### config.mk
export PLATFORM = sky130hd
export DESIGN_NAME = vga_draw_arbiter
export DESIGN_NICKNAME = d
export VERILOG_FILES = /design/src/rtl/vga_draw_pkg.sv /design/src/rtl/rr_picker.sv /design/src/rtl/vga_draw_arbiter.sv
export SDC_FILE = /design/constraint.sdc
export NUM_CORES = 1
export LEC_CHECK = 0
export BUFFER_PORTS_ARGS = -buffer_cell sky130_fd_sc_hd__buf_2
export CAP_MARGIN = 20
export CORE_UTILIZATION = 33
export DETAILED_ROUTE_END_ITERATION = 10
export GPL_ROUTABILITY_DRIVEN = 0
export SYNTH_ARGS = -nofsm -noshare
export SYNTH_HDL_FRONTEND = slang
export SYNTH_HIERARCHICAL = 1
export SYNTH_SLANG_ARGS = --single-unit
### constraint.sdc
create_clock -name clk -period 7.6 [get_ports clk]
set_clock_uncertainty 0.2 [all_clocks]
set_input_delay 0.76 -clock clk [delete_from_list [all_inputs] [get_ports clk]]
set_output_delay 0.76 -clock clk [all_outputs]
set_load 0.1 [all_outputs]
### src/rtl/vga_draw_pkg.sv
// Widths and arbiter state encoding shared by the VGA drawing blocks
// (paddle, ball, score) and the draw-port arbiter.
package vga_draw_pkg;

  localparam int X_W             = 8;
  localparam int Y_W             = 7;
  localparam int C_W             = 3;
  localparam int DEFAULT_TIMEOUT = 20000;

  typedef enum logic [1:0] {
    IDLE  = 2'd0,
    GRANT = 2'd1,
    BUSY  = 2'd2,
    GAP   = 2'd3
  } arb_state_e;

endpackage

### src/rtl/rr_picker.sv
// Combinational round-robin picker: the first set req bit at or after ptr,
// wrapping modulo N_CLIENTS.
module rr_picker #(
  parameter int N_CLIENTS = 4
) (
  input  logic [N_CLIENTS-1:0] req,
  input  logic [2:0]           ptr,
  output logic                 valid,
  output logic [2:0]           index
);

  localparam logic [3:0] N_L = 4'(N_CLIENTS);

  logic [N_CLIENTS-1:0] rot_s;
  logic [2:0]           off_s;
  logic [3:0]           sum_s;

  // Rotate so that ptr sits at bit 0, take the lowest set bit, rotate back.
  always_comb begin
    rot_s = N_CLIENTS'({req, req} >> ptr);
    off_s = 3'd0;
    for (int k = N_CLIENTS - 1; k >= 0; k--) begin
      off_s = rot_s[k] ? 3'(k) : off_s;
    end
    sum_s = {1'b0, ptr} + {1'b0, off_s};
    index = (sum_s >= N_L) ? 3'(sum_s - N_L) : sum_s[2:0];
    valid = |req;
  end

endmodule

### src/rtl/vga_draw_arbiter.sv
// Round-robin owner of the single VGA write port among the drawing clients.
// Optional stalled-turn watchdog and timeout port: define DRAW_ARB_TIMEOUT_EN.
module vga_draw_arbiter #(
`ifdef DRAW_ARB_TIMEOUT_EN
  parameter int TIMEOUT   = vga_draw_pkg::DEFAULT_TIMEOUT,
`endif
  parameter int N_CLIENTS = 4,
  parameter int X_W       = vga_draw_pkg::X_W,
  parameter int Y_W       = vga_draw_pkg::Y_W,
  parameter int C_W       = vga_draw_pkg::C_W
) (
  input  logic                     clk,
  input  logic                     resetn,
  input  logic [N_CLIENTS-1:0]     req,
  input  logic [N_CLIENTS-1:0]     done,
  input  logic [N_CLIENTS-1:0]     we_in,
  input  logic [N_CLIENTS*X_W-1:0] x_in,
  input  logic [N_CLIENTS*Y_W-1:0] y_in,
  input  logic [N_CLIENTS*C_W-1:0] colour_in,
  output logic [N_CLIENTS-1:0]     go,
  output logic [X_W-1:0]           x,
  output logic [Y_W-1:0]           y,
  output logic [C_W-1:0]           colour,
  output logic                     plot,
  output logic [2:0]               owner,
`ifdef DRAW_ARB_TIMEOUT_EN
  output logic                     timeout,
`endif
  output logic                     busy
);

  import vga_draw_pkg::*;

  localparam logic [2:0] LAST = 3'(N_CLIENTS - 1);

  arb_state_e           state_q, state_d;
  logic [2:0]           ptr_q, ptr_d, owner_q, owner_d;
  logic [N_CLIENTS-1:0] go_q, go_d, done_q, done_d;
  logic                 plot_q, plot_d, busy_q, busy_d;
  logic [X_W-1:0]       x_q, x_d, own_x_s;
  logic [Y_W-1:0]       y_q, y_d, own_y_s;
  logic [C_W-1:0]       colour_q, colour_d, own_c_s;
  logic                 own_we_s, own_done_s, own_done_prev_s, done_edge_s, finish_s;
  logic                 pick_valid_s;
  logic [2:0]           pick_idx_s;
`ifdef DRAW_ARB_TIMEOUT_EN
  logic [14:0]          wd_q, wd_d;
  logic                 timeout_q, timeout_d, wd_hit_s;
`endif

  rr_picker #(.N_CLIENTS(N_CLIENTS)) u_pick (
    .req   (req),
    .ptr   (ptr_q),
    .valid (pick_valid_s),
    .index (pick_idx_s)
  );

  // Owner's lane of the pixel buses and its done level plus last-cycle done.
  always_comb begin
    own_we_s        = 1'b0;
    own_done_s      = 1'b0;
    own_done_prev_s = 1'b0;
    own_x_s         = {X_W{1'b0}};
    own_y_s         = {Y_W{1'b0}};
    own_c_s         = {C_W{1'b0}};
    for (int i = 0; i < N_CLIENTS; i++) begin
      own_we_s        = (owner_q == 3'(i)) ? we_in[i]              : own_we_s;
      own_done_s      = (owner_q == 3'(i)) ? done[i]               : own_done_s;
      own_done_prev_s = (owner_q == 3'(i)) ? done_q[i]             : own_done_prev_s;
      own_x_s         = (owner_q == 3'(i)) ? x_in[i*X_W +: X_W]      : own_x_s;
      own_y_s         = (owner_q == 3'(i)) ? y_in[i*Y_W +: Y_W]      : own_y_s;
      own_c_s         = (owner_q == 3'(i)) ? colour_in[i*C_W +: C_W] : own_c_s;
    end
    done_edge_s = own_done_s & ~own_done_prev_s;
  end

  // Next state and next values of every registered output.
  always_comb begin
    state_d  = state_q;
    ptr_d    = ptr_q;
    owner_d  = owner_q;
    go_d     = {N_CLIENTS{1'b0}};
    plot_d   = 1'b0;
    busy_d   = 1'b0;
    x_d      = x_q;
    y_d      = y_q;
    colour_d = colour_q;
    done_d   = done;
    finish_s = done_edge_s;
`ifdef DRAW_ARB_TIMEOUT_EN
    wd_d      = wd_q;
    timeout_d = 1'b0;
    wd_hit_s  = (wd_q == 15'(TIMEOUT - 1));
    finish_s  = done_edge_s | wd_hit_s;
`endif
    case (state_q)
      IDLE: begin
        if (pick_valid_s) begin
          state_d = GRANT;
          owner_d = pick_idx_s;
          busy_d  = 1'b1;
          for (int i = 0; i < N_CLIENTS; i++) begin
            go_d[i] = (pick_idx_s == 3'(i));
          end
        end else begin
          state_d = IDLE;
        end
      end
      GRANT: begin
        state_d = BUSY;
        busy_d  = 1'b1;
`ifdef DRAW_ARB_TIMEOUT_EN
        wd_d    = 15'd0;
`endif
      end
      BUSY: begin
        // The pixel on the cycle the turn ends is still forwarded.
        plot_d   = own_we_s;
        x_d      = own_x_s;
        y_d      = own_y_s;
        colour_d = own_c_s;
        if (finish_s) begin
          state_d = GAP;
          ptr_d   = (owner_q == LAST) ? 3'd0 : owner_q + 3'd1;
          busy_d  = 1'b0;
`ifdef DRAW_ARB_TIMEOUT_EN
          timeout_d = ~done_edge_s;
`endif
        end else begin
          busy_d = 1'b1;
`ifdef DRAW_ARB_TIMEOUT_EN
          wd_d   = wd_q + 15'd1;
`endif
        end
      end
      GAP: begin
        state_d = IDLE;
      end
      default: begin
        state_d = IDLE;
      end
    endcase
  end

  // State, pointer, done history and output registers.
  always_ff @(posedge clk or negedge resetn) begin
    if (!resetn) begin
      state_q   <= IDLE;
      ptr_q     <= 3'd0;
      owner_q   <= 3'd0;
      go_q      <= {N_CLIENTS{1'b0}};
      done_q    <= {N_CLIENTS{1'b0}};
      plot_q    <= 1'b0;
      busy_q    <= 1'b0;
      x_q       <= {X_W{1'b0}};
      y_q       <= {Y_W{1'b0}};
      colour_q  <= {C_W{1'b0}};
`ifdef DRAW_ARB_TIMEOUT_EN
      wd_q      <= 15'd0;
      timeout_q <= 1'b0;
`endif
    end else begin
      state_q   <= state_d;
      ptr_q     <= ptr_d;
      owner_q   <= owner_d;
      go_q      <= go_d;
      done_q    <= done_d;
      plot_q    <= plot_d;
      busy_q    <= busy_d;
      x_q       <= x_d;
      y_q       <= y_d;
      colour_q  <= colour_d;
`ifdef DRAW_ARB_TIMEOUT_EN
      wd_q      <= wd_d;
      timeout_q <= timeout_d;
`endif
    end
  end

  assign go     = go_q;
  assign x      = x_q;
  assign y      = y_q;
  assign colour = colour_q;
  assign plot   = plot_q;
  assign owner  = owner_q;
  assign busy   = busy_q;
`ifdef DRAW_ARB_TIMEOUT_EN
  assign timeout = timeout_q;
`endif

endmodule

# --- Yosys cells after proc, flatten, opt, wreduce, memory -nomap -nowiden ---
# Index checks and enable logic that the tools add are counted.
word_totals:
  register_bits: 36
  word_cells: 72
  out_inout_bits: 27
classes:
  eq_ne: 10
  shift: 1
  n_bitwise: 2
  mux: 39
  order_cmp: 1
  n_addsub: 3
  reduce_logical: 6
ops:
  columns: ["op", "n"]
  rows:
  - ["$mux 8", 4]
  - ["$mux 7", 4]
  - ["$mux 3", 9]
  - ["$mux 1", 16]
  - ["$eq 3x2->1 const B", 4]
  - ["$mux 4", 2]
  - ["$pmux 2 s4", 1]
  - ["$shr 8x3->4", 1]
  - ["$eq 3x1->1 const B", 2]
  - ["$logic_not 3->1", 2]
  - ["$add 3x3->4", 1]
  - ["$eq 2x2->1 const B", 2]
  - ["$ge 4x3->1 const B", 1]
  - ["$mux 2", 2]
  - ["$reduce_and 2->1", 2]
  - ["$reduce_or 4->1", 1]
  - ["$add 3x1->3 const B", 1]
  - ["$pmux 1 s3", 1]
  - ["$sub 3x3->3 const B", 1]
  - ["$eq 2x1->1 const B", 1]
  - ["$logic_not 2->1", 1]
  - ["$ne 2x2->1 const B", 1]
  - ["$and 1x1->1", 1]
  - ["$not 1->1", 1]

# --- Longest topological paths before layout ---
# Gate-level depths: netlist of the first run.
logic_depth:
  word_depth: 11
  depth_mapped: 8
  ltp_nobuf: 8

# --- By module ---
# The synthesis of the first run kept the hierarchy.
modules_own_cells:
  columns: ["module", "area_per_inst_um2", "seq_area_each_um2", "n_inst", "cells_per_inst"]
  rows:
  - ["vga_draw_arbiter", 2098.3, 900.9, 1, 230]
  - ["rr_picker", 205.2, 0.0, 1, 23]

# --- Worst setup path before layout of the first run ---
# Ideal clock, no wire load.
synth_timing:
  path_type: "input -> register"
  from: "input req[2]"
  to: "register owner_q[2] (netlist: owner[2])"
  arrival_time_ns: 2.486
  setup_ns: 0.069
  slack_ns: 4.844
  path_stages: 7
  path_buffers: 0
  cell_sequence: "mux2_4 nor3_4 mux2_1 ha_1 a21oi_1 nor3b_1 mux2_2"
synth_via:
  elab_chain_cells: 8
synth_lines:
  columns: ["item", "line", "text"]
  rows:
  - ["start: declaration", "vga_draw_arbiter.sv:14", "input logic [N_CLIENTS-1:0] req,"]
  - ["$shr 8x3->4 *", "rr_picker.sv:20", "rot_s = N_CLIENTS'({req, req} >> ptr);"]
  - ["$mux 2", "rr_picker.sv:23", "off_s = rot_s[k] ? 3'(k) : off_s;"]
  - ["$mux 3 (2 in series)", "rr_picker.sv:23", null]
  - ["$mux 3 *", "rr_picker.sv:23", null]
  - ["$add 3x3->4 *", "rr_picker.sv:25", "sum_s = {1'b0, ptr} + {1'b0, off_s};"]
  - ["$ge 4x3->1 or $sub 3x3->3 (tied branches)", "rr_picker.sv:26", "index = (sum_s >= N_L) ? 3'(sum_s - N_L) : sum_s[2:0];"]
  - ["$mux 3 *", "rr_picker.sv:26", null]
  - ["via pick_idx_s[2]", "vga_draw_arbiter.sv:45", "logic [2:0] pick_idx_s;"]
  - ["end signal: assignment", "vga_draw_arbiter.sv:165", "owner_q <= owner_d;"]
  - ["end: declaration", "vga_draw_arbiter.sv:37", "logic [2:0] ptr_q, ptr_d, owner_q, owner_d;"]
# The timed path passes the listed nets; every way through them passes the cells marked *.
# A chain may end at the register's enable or synchronous reset.

# --- Final worst setup path of the first run ---
# Ends and elaborated chain as after synthesis.

==> flow_summary.toml, run 1 <==
[pwr]
leakage_nw = 1.53
seqPwrFrac_pct = 20.3
power_frac_comb_pct = 70.7
peakVddDrop_mv = 0.309
power.internal_uw = 625
swShare_pct = 60.0
powerDensity_nw_per_um2 = 522
p_clk_share_pct = 9.0
switchingPower_uw = 939

[floorplanning]
die_area_um2 = 7320
die_h_um = 85.5
start_util_pct = 34.1
ios = 113
coreArea_um2 = 6760
num_rows = 30
die_x_um = 85.5

[sta]
fin_hold_ws_ps = 288
slew_headroom_pct = 47.7
fin_tns_setup_ps = 0
worst_pin_slew_ps = 785
hold_viol = 0
rsz0062_at_grt = "no"
period_needed_ps = 2850
finalSetupViolations = 0
slew_viol_final = 0
clock.fmax_mhz = 351
final.period_utilization_pct = 37.4

[logic_synthesis]
synth_cells = 253
synth-warning-count = 6
syn_area_um2 = 2300
syn_nets = 350
ys_ff_latch = 36
synth_flop_cell = "dfrtp_1"
ys_types = 43
synth_edf_count = 0
synth_area_per_cell_um2 = 9.10
yosysSeqAreaShare_pct = 39.1
async_flop_share_pct = 100

[global_route]
grt_pass1_wl_um = 9380
grt_overflow = 0
antenna_found_initial = 0
grt_max_degree = 40
grt.total_usage_pct = 16.1
grt_pass1_vias = 1899

[route]
wl_per_cell_um = 13.6
wl_met1_um = 2860
drt_iter0_drc = 98
via_per_inst = 5.01
ant_nets = 0
top_layer = "met4"
drc = 0
first_pass_iters = 4
wl_met2_um = 2700
vias = 2196
wl_met3_um = 354
finalWirelength_um = 5980

[final_layout]
syn2layout_area_growth_pct = 30.1
nets = 454
fillers = 698
drive_gt1_share_pct = 36.9
antenna_cells = 0

[worst_setup_path]
cp_num_cells = 8
critPathMaxFanout = 5
critPathTopFamily = "multiplexers"
reg2reg_depth = 7
worst-setup-path-type = "primary input to register"
cp-end-kind = "register"
critPathCapture = "owner[2]$_DFFE_PN0P_"
start_kind = "primary input"
cp.required_ps = 7620
r2r_start = "ptr_q[0]$_DFFE_PN0P_"
r2r_end = "owner[2]$_DFFE_PN0P_"
path_cells = "buf_2, mux2_4, nor3_4, mux2_1, ha_1, a21oi_1, nor3b_1, mux2_2"
cp.buffers_inverters = 1
cp-startpoint = "req[2]"
crit_slowest_cell = "nor3b_1"
arrival_ps = 2870
cpPeakStageDelay_ps = 510
ff2ff_setup_slack_ps = 4770

[clock_network]
cts_setup_buffers = 0
post_cts_resized = 0
cts_hold_buf = 0
htreeDepth = 2
cts_sinks = 36
cts_buffer_depth = 2
numCtsBuffers = 5
path_clk_slew_ps = 70
clk_latency_ps = 280
cts_tree = "done"
root_buffer = "clkbuf_8"

[min_path]
hold_path.class = "register to register"

[run]
maxCapViolations = 0

[placement]
io_buffer_count = 112
dp_hpwl_um = 4530

[status]
status = "finished clean"
## worst reg2reg max path, cell delays in order (launching register included)
cell     delay, ps
dfrtp_1        500
mux2_4         360
nor3_4         220
mux2_1         350
ha_1           290
a21oi_1         60
nor3b_1        510
mux2_2         260
## layout by cell type (no fill, tap or decap), types with 2 or more instances in the layout
master,count
nor2b_1,2
o2bb2ai_1,19
buf_2,112
buf_4,3
mux2_1,3
mux2i_1,3
a22o_1,2
o21ai_0,20
clkbuf_8,6
ha_1,10
dfrtp_1,36
nor4b_1,2
nor2_1,2
mux2_2,3
a21oi_1,41
and3b_1,2
a22oi_1,19
nand2_1,21
inv_1,27
## cells by family (layout without fill, tap and decap cells)
group | after synthesis | in the layout | synth area share, %
flip-flops | 36 | 36 | 39.1
buffers and inverters | 45 | 150 | 7.98
AO/OA/AOI/OAI | 107 | 107 | 29.6
multiplexers | 11 | 11 | 5.49
AND/OR/NAND/NOR | 43 | 43 | 11.5
adder cells (fa/ha/maj) | 11 | 11 | 6.30
## per-stage QoR
stage               instance area (µm²)  utilization (%)  setup WS, ps  total power, mW  cells
floorplan                          2300                -          4840             1.23    253
global placement                   2900             43.0          4550             1.42    430
detailed placement                 2900             43.0          4500             1.43    430
CTS                                3000             44.4          4790             1.58    438
global route                       3000             44.4          4620             1.67    438
finish                             3000             44.4          4750             1.56    438
## cell type report
cell class / instances / area (µm²) / area share (%)
clock buffers: 7 / 86.3 / 2.88
clock inverters: 1 / 7.51 / 0.250
inverters: 27 / 101 / 3.38
multi-input cells: 172 / 1220 / 40.7
flip-flops and latches: 36 / 901 / 30.1
well taps: 80 / 100 / 3.34
repair buffers: 115 / 583 / 19.4
## state kept, by name (all words and copies together) (netlist names)
name and flops:
done_q 4, go 4, plot 1, busy 1, colour 3, ptr_q 3
owner 3, state_q 2, x 8, y 7
## layer usage
metal	vias to the layer above	global-route usage (%)
li1	1121	-
met5	-	0
met1	991	23.3
met3	6	2.79
met4	0	4.55
met2	78	24.9
## worst min-delay path by stage
stage / startpoint / endpoint / slack, ps / depth (start not counted)
floorplan: resetn / busy$_DFF_PN0_ / 260 / 0
global placement: x[7]$_DFFE_PN0P_ / x[7]$_DFFE_PN0P_ / 260 / 1
detailed placement: y[1]$_DFFE_PN0P_ / y[1]$_DFFE_PN0P_ / 270 / 1
CTS: y[1]$_DFFE_PN0P_ / y[1]$_DFFE_PN0P_ / 290 / 1
global route: y[6]$_DFFE_PN0P_ / y[6]$_DFFE_PN0P_ / 300 / 1
finish: x[0]$_DFFE_PN0P_ / x[0]$_DFFE_PN0P_ / 290 / 1
## cell usage after synthesis, types with 2 or more instances
cell type	n	share of area [%]
a21oi_1	41	8.9
a22o_1	2	0.76
a22oi_1	19	6.2
and3b_1	2	0.76
buf_1	2	0.33
buf_2	11	2.4
clkbuf_1	4	0.65
dfrtp_1	36	39
ha_1	10	5.4
inv_1	27	4.4
mux2_1	3	1.5
mux2_2	3	1.5
mux2i_1	3	1.3
nand2_1	21	3.4
nor2_1	2	0.33
nor2b_1	2	0.54
nor4b_1	2	0.76
o21ai_0	20	4.3
o2bb2ai_1	19	7.2
## power by group through the flow
stage | clock network (mW) | logic [mW] | registers, mW
6_report | 0.140 | 1.11 | 0.318
3_3_place_gp | 0 | 1.10 | 0.319
5_1_grt | 0.153 | 1.19 | 0.328
4_1_cts | 0.145 | 1.11 | 0.319
2_1_floorplan | 0 | 0.469 | 0.757
3_5_place_dp | 0 | 1.11 | 0.322
No activity file was read; power rests on OpenSTA's default activity.
==> inputs of run 2 (changes only) <==
- ABC_AREA: default -> 1
- clock period: 7.6 -> 2.5 ns (I/O delays scaled with it)
==> run 2 against run 1 <==
Compared with the run above:
- power grew to 2.9 times the previous value
- critical path depth is 4 higher
- area after synthesis is 0.71% lower
- core utilization is 2.7 points higher
- first-iteration DRC count is 54% lower
- synthesized cell count is 28% higher
- sequential power grew to 3.0 times the previous value
- combinational power grew to 2.9 times the previous value
- die area is 0.69% lower
- critical endpoint is now go[0]$_DFF_PN0_
- largest cell class unchanged
- highest routed layer unchanged
==> flow_summary.toml, run 2 <==
[worst_setup_path]
path_cells = "inv_2, nand2_1, nand2_1, nand2_1, nand2_1, nand2_1, a21oi_1, ha_1, inv_1, fa_1, inv_1, nor4_2"
cp.required_ps = 2500
worst-setup-path-type = "register to register"
reg2reg_depth = 12
cp_num_cells = 12
ff2ff_setup_slack_ps = 150
r2r_start = "ptr_q[0]$_DFFE_PN0P_"
critPathMaxFanout = 8
cp_common_cell = "nand2_1"
crit_slowest_cell = "dfrtp_2"
critPathTopFamily = "adder cells"
start_kind = "register"
r2r_end = "go[0]$_DFF_PN0_"
arrival_ps = 2340
cp-end-kind = "register"
cp.buffers_inverters = 3
critPathCapture = "go[0]$_DFF_PN0_"
cpPeakStageDelay_ps = 470
cp-startpoint = "ptr_q[0]$_DFFE_PN0P_"

[sta]
period_needed_ps = 2350
fin_ws_ps = 155
rsz0062_at_grt = "yes"
hold_viol = 0
finalSetupViolations = 0
slew_headroom_pct = 47.1
slew_viol_final = 0
worst_pin_slew_ps = 794
clock.fmax_mhz = 426
fin_tns_setup_ps = 0
final.period_utilization_pct = 93.8

[floorplanning]
coreArea_um2 = 6530
die_x_um = 85.3
die_area_um2 = 7270
die_h_um = 85.3
start_util_pct = 35.0
ios = 113
num_rows = 29

[pwr]
p_clk_share_pct = 8.4
seqPwrFrac_pct = 20.6
powerDensity_nw_per_um2 = 1480
swShare_pct = 61.2
leakage_nw = 1.71
switchingPower_mw = 2.80
peakVddDrop_mv = 0.629
power.internal_mw = 1.77
power.total_mw = 4.57
power_frac_comb_pct = 71.0

[global_route]
grt_overflow = 0
grt_pass1_vias = 2389
grt_max_degree = 39
grt_pass1_wl_um = 10700
antenna_found_initial = 0
grt.total_usage_pct = 18.6

[final_layout]
nets = 541
layout_common_cells = "nand2_1, buf_2, dfrtp_1"
largest_register_ffs = 8
syn2layout_area_growth_pct = 34.4
finalInstanceArea_um2 = 3070
fin_util_pct = 47.1
drive_gt1_share_pct = 32.9
antenna_cells = 0
layout_commonest_cell = "nand2_1"

[logic_synthesis]
synth_flop_cell = "dfrtp_1"
ys_types = 25
yosysTopAreaCell = "dfrtp_1"
yosys-top-cells-area = "dfrtp_1, nand2_1, ha_1"
syn_area_um2 = 2290
syn_nets = 422
synth-warning-count = 6
ys_ff_latch = 36
synth.most_common_cell = "nand2_1"
synth_area_per_cell_um2 = 7.04
synth_cells = 325
netlist.area_leader.share_pct = 39.4
yosysSeqAreaShare_pct = 39.4
synth_edf_count = 0
synthTopCellsByCount = "nand2_1, dfrtp_1, nor2_1"
async_flop_share_pct = 100

[status]
status = "finished clean"

[clock_network]
clk_latency_ps = 290
path_clk_slew_ps = 70
cts_tree = "done"
cts_sinks = 36
root_buffer = "clkbuf_8"
numCtsBuffers = 5
htreeDepth = 2
cts_buffer_depth = 2

[placement]
dp_hpwl_um = 4840
io_buffer_count = 112
preCtsSetupSlack_ps = 102
placed_cell_area_um2 = 2920

[route]
drc = 0
ant_nets = 0
drt_iter0_drc = 45
wl_per_cell_um = 12.0
vias = 2442
first_pass_iters = 4
finalWirelength_um = 6270
via_per_inst = 4.69

[min_path]
hold_path.class = "primary input to register"

[run]
maxCapViolations = 0
[run 2: changes by cell type in the layout (fill, tap and decap cells not counted), moves of 9 or more]
cell	previous run	this run
nand2_1	21	127
a31oi_1	0	9
o211ai_1	0	9
nand3_1	1	17
o2bb2ai_1	19	0
a21oi_1	41	5
o21ai_1	1	12
nor2_1	2	26
a22oi_1	19	0
[run 2: repair_timing]
| item | in CTS | in global routing |
|---|---|---|
| endpoints found under the setup margin | 0 | 6 |
| hold buffers | 5 | 0 |
| hold endpoints to repair | 40 | 0 |
| buffers inserted | 0 | 1 |
| gates resized for setup | 0 | 5 |
[run 2: power by group through the flow]
stage	Sequential [mW]	Clock [mW]	Combinational [mW]
finish	0.939	0.384	3.24
detailed placement	0.940	0	3.23
CTS	0.937	0.401	3.24
global placement	0.939	0	3.20
global route	0.963	0.428	3.56
floorplan	2.22	0	1.34
[run 2: cells by family (layout without fill, tap and decap cells)]
| kind of cell | Yosys count | count (layout) | share of synthesized area (%) |
|---|---|---|---|
| flops | 36 | 36 | 39.4 |
| fa+ha+maj | 11 | 11 | 6.35 |
| simple gates | 184 | 184 | 33.0 |
| compound gates | 53 | 53 | 13.2 |
| buf+inv | 41 | 160 | 7.99 |
[run 2: layout make-up]
| type | count | area [µm²] |
|---|---|---|
| well taps | 77 | 96.3 |
| fillers | 680 | 3460 |
| multi-input cells | 248 | 1220 |
| flip-flops and latches | 36 | 902 |
| clock inverters | 1 | 5.00 |
| repair buffers | 126 | 678 |
| clock buffers | 6 | 72.6 |
| inverters | 27 | 101 |
[run 2: worst min-delay path by stage]
stage             start                   to  slack (ps)  depth (start not counted)
3_3_place_gp    done[0]  done_q[0]$_DFF_PN0_         180                          1
5_1_grt        y_in[22]     y[1]$_DFFE_PN0P_          60                          5
2_1_floorplan    resetn       busy$_DFF_PN0_        -250                          0
6_report       y_in[22]     y[1]$_DFFE_PN0P_          50                          5
4_1_cts        y_in[22]     y[1]$_DFFE_PN0P_          50                          5
3_5_place_dp    done[0]  done_q[0]$_DFF_PN0_         180                          1
[run 2: tightest hold or removal path, stage by stage]
cell and delay (ps):
buf_2 70, nand2_1 40, nand2_1 60, nand2_1 50
nand2_1 40
[run 2: per-layer routing]
layer  track usage, %  vias up  part of all wire [%]
met4             5.45        0                   1.2
met1             22.0     1088                    45
li1                 -     1279                     -
met3             4.38        6                   5.2
met5                0        -                     0
met2             33.4       69                    49
[run 2: stage by stage]
stage / cells / hold WS, ps
3_3_place_gp: 508 / 175
5_1_grt: 521 / 59.5
6_report: 521 / 54.9
2_1_floorplan: 325 / -246
4_1_cts: 520 / 46.9
3_5_place_dp: 508 / 177
==> inputs of run 3 (changes only) <==
- CORE_ASPECT_RATIO: default -> 1.75
- CTS_BUF_LIST: default -> sky130_fd_sc_hd__clkbuf_16
==> run 3 against run 2 <==
Compared with the run above:
- flip-flop and latch count unchanged
- clock power up 54%
- setup slack worse by 40 ps
- critical path depth up 2
- global-route usage up 0.30 points
- design area up 2.0%
- cell count up 0.77%
- highest routed layer unchanged
- core utilization up 0.53 points
- sequential share of layout area down 0.57 points
- count of clock-buffer cells in the layout down 1
==> flow_summary.toml, run 3 (synthesized netlist as in run 2, its figures left out) <==
[status]
status = "finished clean"

[global_route]
grt_max_degree = 39
antenna_found_initial = 0
grt-busiest-layer = "met2"
grt.total_usage_pct = 18.9
met1_usage_pct = 19.4
grt_overflow = 0
grt_pass1_wl_um = 10600
met3_usage_pct = 2.44
grt_pass1_vias = 2434
grt.met2_usage_pct = 36.3

[final_layout]
largest_register_ffs = 8
syn2layout_area_growth_pct = 37.1
layout_common_cells = "nand2_1, buf_2, dfrtp_1"
finalInstanceArea_um2 = 3140
layout_commonest_cell = "nand2_1"
fin_util_pct = 47.6
fin_cells = 525
drive_gt1_share_pct = 33.0
fillers = 719
nets = 539
antenna_cells = 0

[pwr]
peakVddDrop_mv = 0.783
leakage_nw = 1.74
powerDensity_nw_per_um2 = 1520
power.total_mw = 4.77

[sta]
worst_pin_slew_ps = 806
slew_headroom_pct = 46.3
hold_viol = 0
period_needed_ps = 2380
clock.fmax_mhz = 419
final.period_utilization_pct = 95.4
finalSetupViolations = 0
slew_viol_final = 0

[clock_network]
numCtsBuffers = 5
htreeDepth = 2
clk_latency_ps = 280
root_buffer = "clkbuf_16"
path_clk_slew_ps = 60
cts_tree = "done"
cts_sinks = 36
cts_buffer_depth = 2

[placement]
io_buffer_count = 112
dp.cells = 511
placed_cell_area_um2 = 2930
dp_hpwl_um = 4870

[floorplanning]
coreArea_um2 = 6590
num_rows = 39
die_h_um = 112
start_util_pct = 34.7
die_area_um2 = 7280
ios = 113
die_x_um = 64.9

[route]
ant_nets = 0
drt_iter0_drc = 55
vias = 2463
first_pass_iters = 6
drc = 0
finalWirelength_um = 6350
via_per_inst = 4.69
wl_per_cell_um = 12.1

[worst_setup_path]
r2r_start = "ptr_q[0]$_DFFE_PN0P_"
crit_slowest_cell = "dfrtp_2"
worst-setup-path-type = "register to register"
critPathMaxFanout = 7
arrival_ps = 2340
path_cells = "inv_2, nand2_1, nand2_1, nand2_1, nand2_1, nand2_1, a21oi_1, ha_2, inv_1, fa_1, nor3_2, inv_1, nand2_1, nor3_1"
cp.required_ps = 2460
cpPeakStageDelay_ps = 450
cp_common_cell = "nand2_1"
cp-startpoint = "ptr_q[0]$_DFFE_PN0P_"
start_kind = "register"
cp-end-kind = "register"
ff2ff_setup_slack_ps = 120

[run]
maxCapViolations = 0

[min_path]
hold_path.class = "primary input to register"
min_from = "y_in[24]"
-- run 3: worst max-delay path: cells and delay by family (launching register included) --
family | cells | cell delay, ps
adders and majority gates | 2 | 560
and+or+nand+nor | 8 | 710
AOI/OAI and AO/OA | 1 | 130
buffers and inverters | 3 | 210
DFF | 1 | 450
-- run 3: where the power goes --
part	internal [mW]	switching (mW)	leakage, nW
clock	0.362	0.232	0.0710
combinational	0.778	2.46	1.21
sequential	0.809	0.132	0.456
-- run 3: cell type report --
type	instances	area (µm²)	share of cell area, %
clock inverter	3	13.8	0.439
multi-input combinational	248	1210	38.7
timing repair buffer	124	676	21.5
inverter	27	101	3.23
tap	82	103	3.27
clock buffer	5	125	3.99
sequential	36	902	28.8
-- run 3: worst paths after layout --
| kind | cells after the start | endpoint |
|---|---|---|
| worst min-delay path | 5 | y[3]$_DFFE_PN0P_ |
| worst max-delay path | 14 | go[2]$_DFF_PN0_ |
| worst max register to register | 14 | go[2]$_DFF_PN0_ |
| max in group asynchronous | 2 | ptr_q[0]$_DFFE_PN0P_ |
| worst min register to register | 2 | y[3]$_DFFE_PN0P_ |
| min in group asynchronous | 2 | go[2]$_DFF_PN0_ |
-- run 3: timing repair --
action                     in CTS  in global routing
buffers inserted                0                  1
pin swaps                       0                  1
hold buffers                    5                  0
resized for setup               1                  5
setup endpoints to repair       3                  6
hold endpoints to repair       40                  0
-- run 3: metal layers --
metal  part of all wire (%)  vias to the layer above  routed length (µm)
met3                    3.8                        8                 242
met5                      0                        -                   0
met1                     38                     1111                2410
met4                    2.0                        0                 127
met2                     56                       65                3570
li1                       -                     1279                   -
-- run 3: per-stage QoR --
stage | setup TNS [ps] | hold WS [ps] | setup WS (ps)
after floorplan | 0 | -246 | 66.0
after global placement | 0 | 174 | 11.0
after detailed placement | -207 | 180 | -77.4
after CTS | 0 | 58.4 | 14.3
after global routing | -31.5 | 79.7 | -16.7
final | 0 | 61.6 | 115
